--- src/rtl/nonce_dispatcher.sv ---
// Job front end for a multi-core miner: broadcasts one job, steps interleaved nonces per core,
// maps pipeline-delayed core hits back to golden nonces and queues them in a result FIFO.
module nonce_dispatcher #(
    parameter int unsigned CORE_LOG2    = 2,
    parameter int unsigned LOOP_LOG2    = 0,
    parameter int unsigned PIPE_STEPS   = 66,
    parameter int unsigned RESULT_DEPTH = 4
) (
    input  logic                            clk,
    input  logic                            rst_n,
    input  logic                            work_valid,
    output logic                            work_ready,
    input  logic [255:0]                    work_midstate,
    input  logic [95:0]                     work_data,
    input  logic [31:0]                     work_nonce_start,
    input  logic [31:0]                     work_nonce_end,
    output logic [255:0]                    core_midstate,
    output logic [95:0]                     core_data,
    output logic [32*(2**CORE_LOG2)-1:0]    core_nonce,
    input  logic [(2**CORE_LOG2)-1:0]       core_hit,
    output logic                            result_valid,
    input  logic                            result_ready,
    output logic [31:0]                     result_nonce,
    output logic                            busy,
    output logic                            done,
    output logic                            overflow
);

    localparam int unsigned NUM_CORES = 2 ** CORE_LOG2;
    localparam int unsigned PTR_W     = $clog2(RESULT_DEPTH);
    localparam int unsigned LS_W      = 34;
    localparam logic [31:0] LOW_MASK  = 32'(NUM_CORES - 1);
    localparam logic [5:0]  SUB_MAX   = 6'((2 ** LOOP_LOG2) - 1);
    localparam logic [31:0] DRAIN_MAX = 32'(PIPE_STEPS - 1);
    localparam logic [LS_W-1:0] PIPE_LS = LS_W'(PIPE_STEPS);

    localparam logic [1:0] ST_IDLE  = 2'd0;
    localparam logic [1:0] ST_SCAN  = 2'd1;
    localparam logic [1:0] ST_DRAIN = 2'd2;

    logic [1:0]                   state_q, state_d;
    logic [31:0]                  base_q, base_d;
    logic [31:0]                  last_q, last_d;
    logic [31:0]                  step_q, step_d;
    logic [5:0]                   sub_q, sub_d;
    logic [LS_W-1:0]              ls_q, ls_d;
    logic [31:0]                  drain_q, drain_d;
    logic                         done_q, done_d;
    logic                         ovf_q, ovf_d;
    logic [255:0]                 mid_q;
    logic [95:0]                  data_q;
    logic [32*NUM_CORES-1:0]      nonce_q, nonce_d;
    logic                         load_nonce;
    logic [NUM_CORES-1:0]         pend_v_q, pend_v_d;
    logic [31:0]                  pend_n_q [NUM_CORES];
    logic [31:0]                  pend_n_d [NUM_CORES];
    logic [NUM_CORES-1:0]         free;

    logic [31:0]                  fifo_mem [RESULT_DEPTH];
    logic [PTR_W:0]               wptr_q, rptr_q;
    logic                         fifo_full, fifo_empty, push, pop, found;
    logic [31:0]                  push_nonce;

    logic                         accept, wrap, hit_en;
    logic [31:0]                  start_base, start_last, golden_base;

    assign work_ready  = (state_q != ST_DRAIN);
    assign accept      = work_valid && work_ready;
    assign wrap        = (sub_q == SUB_MAX);
    assign start_base  = work_nonce_start & ~LOW_MASK;
    // Modular difference keeps wrap-around ranges legal.
    assign start_last  = ((work_nonce_end & ~LOW_MASK) - start_base) >> CORE_LOG2;
    assign hit_en      = (state_q != ST_IDLE) && (ls_q >= PIPE_LS);
    assign golden_base = base_q + (32'(ls_q - PIPE_LS) << CORE_LOG2);

    always_comb begin
        state_d    = state_q;
        base_d     = base_q;
        last_d     = last_q;
        step_d     = step_q;
        sub_d      = sub_q;
        ls_d       = ls_q;
        drain_d    = drain_q;
        done_d     = 1'b0;
        load_nonce = 1'b0;
        if (accept) begin
            state_d    = ST_SCAN;
            base_d     = start_base;
            last_d     = start_last;
            step_d     = 32'd0;
            sub_d      = 6'd0;
            ls_d       = '0;
            drain_d    = 32'd0;
            load_nonce = 1'b1;
        end else begin
            case (state_q)
                ST_SCAN: begin
                    sub_d = wrap ? 6'd0 : sub_q + 6'd1;
                    if (wrap) begin
                        ls_d = ls_q + LS_W'(1);
                        if (step_q == last_q) begin
                            drain_d = 32'd0;
                            if (PIPE_STEPS == 0) begin
                                state_d = ST_IDLE;
                                done_d  = 1'b1;
                            end else begin
                                state_d = ST_DRAIN;
                            end
                        end else begin
                            step_d     = step_q + 32'd1;
                            load_nonce = 1'b1;
                        end
                    end
                end
                ST_DRAIN: begin
                    sub_d = wrap ? 6'd0 : sub_q + 6'd1;
                    if (wrap) begin
                        ls_d = ls_q + LS_W'(1);
                        if (drain_q == DRAIN_MAX) begin
                            state_d = ST_IDLE;
                            done_d  = 1'b1;
                        end else begin
                            drain_d = drain_q + 32'd1;
                        end
                    end
                end
                default: ;
            endcase
        end
    end

    always_comb begin
        nonce_d = nonce_q;
        if (load_nonce) begin
            for (int i = 0; i < NUM_CORES; i++) begin
                nonce_d[32*i +: 32] = base_d + (step_d << CORE_LOG2) + 32'(i);
            end
        end
    end

    assign fifo_empty = (wptr_q == rptr_q);
    assign fifo_full  = (wptr_q[PTR_W] != rptr_q[PTR_W]) &&
                        (wptr_q[PTR_W-1:0] == rptr_q[PTR_W-1:0]);
    assign pop        = result_ready && !fifo_empty;

    // Lowest-index full pending register wins the single FIFO write port.
    always_comb begin
        found      = 1'b0;
        push_nonce = 32'd0;
        free       = '0;
        for (int i = 0; i < NUM_CORES; i++) begin
            if (pend_v_q[i] && !found) begin
                found      = 1'b1;
                push_nonce = pend_n_q[i];
                free[i]    = !fifo_full || pop;
            end
        end
        push = found && (!fifo_full || pop);
    end

    always_comb begin
        ovf_d = ovf_q;
        for (int i = 0; i < NUM_CORES; i++) begin
            pend_v_d[i] = pend_v_q[i] && !free[i];
            pend_n_d[i] = pend_n_q[i];
            if (hit_en && core_hit[i]) begin
                if (!pend_v_d[i]) begin
                    pend_v_d[i] = 1'b1;
                    pend_n_d[i] = golden_base + 32'(i);
                end else begin
                    ovf_d = 1'b1;
                end
            end
        end
        if (accept) begin
            pend_v_d = '0;
            ovf_d    = 1'b0;
        end
    end

    always_ff @(posedge clk or negedge rst_n) begin
        if (!rst_n) begin
            state_q  <= ST_IDLE;
            base_q   <= 32'd0;
            last_q   <= 32'd0;
            step_q   <= 32'd0;
            sub_q    <= 6'd0;
            ls_q     <= '0;
            drain_q  <= 32'd0;
            done_q   <= 1'b0;
            ovf_q    <= 1'b0;
            mid_q    <= 256'd0;
            data_q   <= 96'd0;
            nonce_q  <= '0;
            pend_v_q <= '0;
            wptr_q   <= '0;
            rptr_q   <= '0;
            for (int i = 0; i < NUM_CORES; i++) begin
                pend_n_q[i] <= 32'd0;
            end
        end else begin
            state_q  <= state_d;
            base_q   <= base_d;
            last_q   <= last_d;
            step_q   <= step_d;
            sub_q    <= sub_d;
            ls_q     <= ls_d;
            drain_q  <= drain_d;
            done_q   <= done_d;
            ovf_q    <= ovf_d;
            nonce_q  <= nonce_d;
            pend_v_q <= pend_v_d;
            for (int i = 0; i < NUM_CORES; i++) begin
                pend_n_q[i] <= pend_n_d[i];
            end
            if (accept) begin
                mid_q  <= work_midstate;
                data_q <= work_data;
            end
            if (push) begin
                wptr_q <= wptr_q + 1'b1;
            end
            if (pop) begin
                rptr_q <= rptr_q + 1'b1;
            end
        end
    end

    // Storage needs no reset; the pointers define what is valid.
    always_ff @(posedge clk) begin
        if (push) begin
            fifo_mem[wptr_q[PTR_W-1:0]] <= push_nonce;
        end
    end

    assign core_midstate = mid_q;
    assign core_data     = data_q;
    assign core_nonce    = nonce_q;
    assign result_valid  = !fifo_empty;
    assign result_nonce  = fifo_mem[rptr_q[PTR_W-1:0]];
    assign busy          = (state_q != ST_IDLE);
    assign done          = done_q;
    assign overflow      = ovf_q;

endmodule

--- config.mk ---
export PLATFORM = sky130hd
export DESIGN_NAME = nonce_dispatcher
export DESIGN_NICKNAME = d
export VERILOG_FILES = /design/src/rtl/nonce_dispatcher.sv
export SDC_FILE = /design/constraint.sdc
export NUM_CORES = 2
export LEC_CHECK = 0
export BUFFER_PORTS_ARGS = -buffer_cell sky130_fd_sc_hd__buf_2
export CAP_MARGIN = 20
export CORE_AREA = 2 2 370 372
export DETAILED_ROUTE_END_ITERATION = 8
export DIE_AREA = 0 0 372 374
export PLACE_DENSITY = 0.53
export SLEW_MARGIN = 20
export SYNTH_ARGS = -nofsm -noshare
export SYNTH_HDL_FRONTEND = slang
export SYNTH_SLANG_ARGS = --single-unit
--- constraint.sdc ---
create_clock -name clk -period 5.33 [get_ports clk]
set_clock_uncertainty 0.15 [all_clocks]
set_input_delay 1.066 -clock clk [delete_from_list [all_inputs] [get_ports clk]]
set_output_delay 1.066 -clock clk [all_outputs]
set_load 0.005 [all_outputs]
==> Yosys cells after proc, flatten, opt, wreduce, memory -nomap -nowiden <==
Memories as Yosys holds them, arrays and structs flattened.
Index checks and enable logic that the tools add are counted.
{ "classes": {"bitwise_logic": 4, "add_sub_neg": 16, "eq_ne": 14, "n_reduce_logical": 41, "magnitude_cmp": 1, "n_mux": 59} }
{ "op_table": {"columns": ["cell", "count"], "rows": [
  ["$mux W32", 14],
  ["$add A32 B1 Y32 const B", 4],
  ["$add A32 B2 Y32 const B", 4],
  ["$mux W34", 3],
  ["$add A32 B32 Y32", 2],
  ["$pmux W32 S2", 1],
  ["$add A34 B1 Y34 const B", 1],
  ["$ge A34 B7 Y1 const B", 1],
  ["$eq A32 B30 Y1", 1],
  ["$eq A32 B7 Y1 const B", 1],
  ["$sub A32 B32 Y32", 1],
  ["$mux W1", 31],
  ["$sub A30 B7 Y30 const B", 1],
  ["$mux W6", 3],
  ["$logic_and A1 B1 Y1", 16],
  ["$ne A3 B3 Y1 const B", 5],
  ["$mux W2", 5],
  ["$reduce_and A2 Y1", 5],
  ["$reduce_and A5 Y1", 2],
  ["$logic_not A1 Y1", 9],
  ["$reduce_bool A2 Y1", 4],
  ["$add A3 B1 Y3 const B", 2],
  ["$add A6 B1 Y6 const B", 1],
  ["$logic_not A6 Y1", 1],
  ["other kinds (13)", 17]
]} }
{ "totals": {"elab_cells": 156, "inputBits": 424, "reg_bits": 788, "output_inout_bits": 517, "n_memories": 1, "ram_bits": 128} }
{ "mem_list": {"columns": ["memory", "words", "width", "rd", "rd_ports_with_merged_regs", "write_ports", "line_no", "rtl"], "rows": [
  ["fifo_mem", 4, 32, 1, 0, 1, "59", "logic [31:0] fifo_mem [RESULT_DEPTH];"]
]} }

==> Logic depth before layout (Yosys ltp) <==
{ "logic_depth": {"depth_word": 16, "depth_mapped": 26} }

==> Worst setup path before layout <==
OpenSTA, ideal clock, no wires.
{ "synth_timing": {"kind": "input to register", "start": "input work_valid", "end": "register nonce_q[94], in the netlist core_nonce[94]", "t_required_ns": 5.111, "arrival_ns": 5.979, "path_slack_ns": -0.868, "setup_ns": 0.069, "path_buffers": 4, "stages": 21, "path_cell_list": "nor2b_1 -> clkbuf_1 -> clkbuf_1 -> clkbuf_1 -> clkbuf_1 -> nor2_1 -> ha_1 -> inv_1 -> fa_1 -> nor2b_1 -> o31a_1 -> o41a_1 -> o2111ai_1 -> nand2_1 -> xor2_1 -> nand2_1 -> nor3_4 -> nand4_2 -> or4_4 -> or4_1 -> nand3_1"} }
{ "synth_via": {"elab_chain_len": 4, "word_cells_on_any_way": 6, "classes_between": "add/sub (2); mux (3); reduce/logical (1)"} }
{ "synth_rtl": {"columns": ["element", "line_no", "rtl"], "rows": [
  ["from (decl)", "11", "input logic work_valid,"],
  ["$logic_and A1 B1 Y1", "68", "assign accept = work_valid && work_ready;"],
  ["$mux W32", "86", "if (accept) begin"],
  ["net step_d[0]", "44", "logic [31:0] step_q, step_d;"],
  ["$add A32 B32 Y32", "136", "nonce_d[32*i +: 32] = base_d + (step_d << CORE_LOG2) + 32'(i);"],
  ["$add A32 B2 Y32", "136", null],
  ["to (signal assigned)", "211", "nonce_q <= nonce_d;"],
  ["to (decl)", "52", "logic [32*NUM_CORES-1:0] nonce_q, nonce_d;"]
]} }
The timed path passes the listed nets, and every way through them passes these cells.
A chain may end at the register's enable or synchronous reset.

==> Final worst setup path <==
{ "layout_timing": {"start": "register last_q[28]", "end": "register nonce_q[94], in the netlist core_nonce[94]"} }
{ "layout_via": {"elab_chain_len": 7, "word_cells_on_any_way": 11, "classes_between": "add/sub (2); eq/ne (1); mux (8)"} }
{ "layout_rtl": {"columns": ["element", "line_no", "rtl"], "rows": [
  ["from (decl)", "43", "logic [31:0] last_q, last_d;"],
  ["from (signal assigned)", "204", "last_q <= last_d;"],
  ["$eq A32 B30 Y1", "101", "if (step_q == last_q) begin"],
  ["$mux W32", "101", null],
  ["$mux W32", "99", "if (wrap) begin"],
  ["$mux W32", "96", "case (state_q)"],
  ["$mux W32", "86", null],
  ["net step_d[0]", "44", null],
  ["$add A32 B32 Y32", "136", null],
  ["$add A32 B2 Y32", "136", null]
]} }
The timed path passes the listed nets, and every way through them passes these cells. The select of a mux whose other input is x is not followed.

==> results.yml <==
place:
  port_buffers: 936
  gp_congestion: 0.9553
  place_inst: 7679
  detailedPlacementHpwl_microns: 165500
  post-place-ws_ns: -0.5396
  dpl_cell_area_sq_mm: 0.05423
detailed_routing:
  avgViaCountPerCell: 4.980
  wl_per_cell_microns: 26.14
  antenna_left: 0
  routed_wl_microns: 207000
  vias: 39430
  drc_errors: 0
  first_pass_iters: 5
  drtIter0Drc: 2943
floorplan:
  coreArea_sq_mm: 0.1350
  die-area_sq_mm: 0.1391
  rows: 135
  die_w_microns: 372
  die_h_microns: 374
  initial_core_util_pct: 32.87
  num_io_pins: 941
flow_run:
  max_cap_viol_count: 0
critical_path:
  crit_chain: "xnor2_1, nand4_1, nor4_4, buf_4, a21oi_4, buf_6, xnor2_4, nor2_4, ha_4, inv_2, fa_2, nor2b_4, o31a_1, o41a_1, o2111ai_4, a21oi_2, mux2_4, o2111a_1, a2111oi_2, and3_1, o21ai_1, or4_4, or4_1, nand3_1"
  start_kind: "flip-flop"
  max_stage_delay_ns: 0.47
  end_kind: "flip-flop"
  path_class: "flip-flop to flip-flop"
  arrival_ns: 6.20
  critical_path_required_ns: 5.83
  cp_max_fo: 5
  cp_slowest_cell: "or4_1"
timing:
  rsz0062_at_grt: "yes"
  hold_viol_final: 0
  fin_crit_sh_pct: 107.1
  setup_viol_count_final: 34
  worst_pin_slew_ns: 1.111
  period_needed_ns: 5.706
  whs_ns: 0.2264
  slew_violations: 0
  worst_slack_ns: -0.3759
  max_freq_ghz: 0.1753
  max_slew_margin_pct: 25.75
power_and_ir_drop:
  p_per_area_mw_per_mm2: 468.6
  p_seq_share_pct: 34.2
  swShare_pct: 38.77
  power_leakage_nw: 29.25
  peakVddDrop_mv: 0.2918
  p_comb_share_pct: 38.6
  internal_power_w: 0.01694
  pwr-share-clk_pct: 27.3
  p_total_w: 0.02767
  switchingPower_w: 0.01073
synth:
  synth_area_sq_mm: 0.04436
  syn_area_per_cell_sq_um: 9.394
  syn_nets: 5261
  seq_area_frac_synth_pct: 53.01
  synth_most_common_cell: "nand2_1"
  ys_async_sr_fraction_pct: 86.00
  synth_top_area_cell: "dfrtp_1"
  yosys-top-cells-area: "dfrtp_1 44%, nand2_1 13%, edfxtp_1 8.7%"
  netlist_instances: 4722
  synth_edf_count: 128
  synth_common_cells: "1518 x nand2_1, 786 x dfrtp_1, 296 x nor2_1"
  synth_warnings: 0
  synth_cell_types: 89
  yosysTopAreaCellShare_pct: 44.34
  synthFlopType: "dfrtp_1"
  synth-seq-cells: 914
worst_hold_path:
  hold_path_class: "input port to async pin"
grt:
  first_global_vias: 39220
  grt_max_degree: 204
  grt_usage_pct: 29.19
  grt_pass1_wl_microns: 290500
  antenna_found_initial: 42
  overflow: 0
cts:
  htreeDepth: 3
  cts_tree: "done"
  ctsLongestPathBuffers: 3
  postCtsHoldBufs: 0
  cts.clk_slew.worst_paths_ns: 0.06
  root_buffer: "clkbuf_16"
  insertion_delay_ns: 0.72
  cts.sinks: 914
  cts_buffers: 106
run_status:
  failed_checks: "setup timing"
  outcome: "finished, violations left"
finish:
  final_layout_size_suffix_gt1_share_pct: 29.83
  syn_to_final_growth_pct: 33.15
  final_nets: 6575
  final_cells: 7919
  final_design_area_no_fill_sq_mm: 0.05906
timing repair:
| item | CTS | global route |
|---|---|---|
| setup endpoints to repair | 50 | 75 |
| gates cloned | 1 | 0 |
| pin swaps | 33 | 40 |
| resized for setup | 123 | 70 |
| setup buffers | 23 | 12 |
through the flow:
step	TNS [ns]	util (%)
floorplan	-0.2518	-
global placement	-15.88	40.18
detailed placement	-14.00	40.18
CTS	-3.733	43.39
global route	-12.83	43.74
finish	-4.266	43.76
critical path, delay by kind of cell, from the launching register on:
kind / cells / cell delay (ns)
multiplexers: 1 / 0.30
AO/OA/AOI/OAI: 8 / 1.74
AND/OR/NAND/NOR: 8 / 1.85
adder cells (fa/ha/maj): 2 / 0.39
buffers and inverters: 3 / 0.39
XOR/XNOR: 2 / 0.42
flip-flops: 1 / 0.39
worst paths after layout:
check	startpoint	end	slack, ns	cells after the start
min in group clk	core_nonce[6]$_DFFE_PN0P_	core_nonce[6]$_DFFE_PN0P_	0.31	2
worst max register to register	last_q[28]$_DFFE_PN0P_	core_nonce[94]$_DFFE_PN0P_	-0.38	24
worst min register to register	core_nonce[6]$_DFFE_PN0P_	core_nonce[6]$_DFFE_PN0P_	0.31	2
max in group asynchronous	rst_n	core_nonce[72]$_DFFE_PN0P_	3.63	2
worst max-delay path	last_q[28]$_DFFE_PN0P_	core_nonce[94]$_DFFE_PN0P_	-0.38	24
worst min-delay path	rst_n	core_nonce[34]$_DFFE_PN0P_	0.23	1
sequential cells by signal (all words and copies together), names as in the netlist, 2 cells and up:
name and flops:
base_q 32, core_nonce 126, step_q 32, ls_q 34, pend_v_q 4, fifo_mem 128
last_q 30, drain_q 32, core_data 96, wptr_q 3, core_midstate 256, rptr_q 3
pend_n_q 128, state_q 2, sub_q 6
power groups by stage:
stage | logic, W | registers, W | clock network (W)
global route | 0.0116 | 0.00961 | 0.00795
detailed placement | 0.0104 | 0.00951 | 0
CTS | 0.0106 | 0.00943 | 0.00769
finish | 0.0107 | 0.00945 | 0.00754
global placement | 0.0104 | 0.00949 | 0
floorplan | 0.00484 | 0.00947 | 0
routing by layer:
layer / part of all wire (%) / routed length (microns) / vias to the layer above / track usage, %
met2: 47 / 98030 / 1272 / 48.09
met4: 4.7 / 9823 / 18 / 12.40
met1: 41 / 84810 / 19400 / 36.75
li1: - / - / 18470 / -
met5: 0.054 / 112 / - / 0
met3: 6.9 / 14250 / 279 / 6.360
cells in the final DEF (no fill, tap or decap), drive strengths merged, types with 14 or more instances in the layout:
cell    synthesis  final
a21o           29     29
a21oi         124    124
a221o          32     32
a22oi          37     37
a31oi          15     15
and2           35     35
and3           46     46
and4           14     14
buf            20   1432
clkbuf        207    142
clkinv          0     32
dfrtp         786    786
diode           0     19
edfxtp        128    128
ha            112    112
inv            97     98
mux2           20     20
mux4           32     32
nand2        1518   1518
nand2b         18     18
nand3          86     86
nand4          57     58
nor2          296    296
nor2b          31     31
nor3           58     58
nor4           40     40
o21a           19     19
o21ai         298    298
o31ai          14     14
or2            15     15
or3            30     30
xnor2         216    216
xor2          169    169
kinds of logic after synthesis:
kind of cell | Yosys count | synth area share, %
buffers and inverters | 324 | 2.798
and+or+nand+nor | 2270 | 21.70
adders and majority gates | 115 | 3.295
AOI/OAI and AO/OA | 653 | 9.125
DFF | 914 | 53.01
xor gates and xnor gates | 385 | 7.695
muxes | 61 | 2.381
area by class of cell:
cell class                 instances  area, sq um
tap                             1781         2228
clock inverter                    49        568.0
timing repair buffer            1432         8690
inverter                          97        364.1
fill                           13390        75900
sequential                       914        23520
multi-input combinational       3485        20660
antenna                           19        47.55
clock buffer                     142         2982
(Power assumes the default switching activity.)
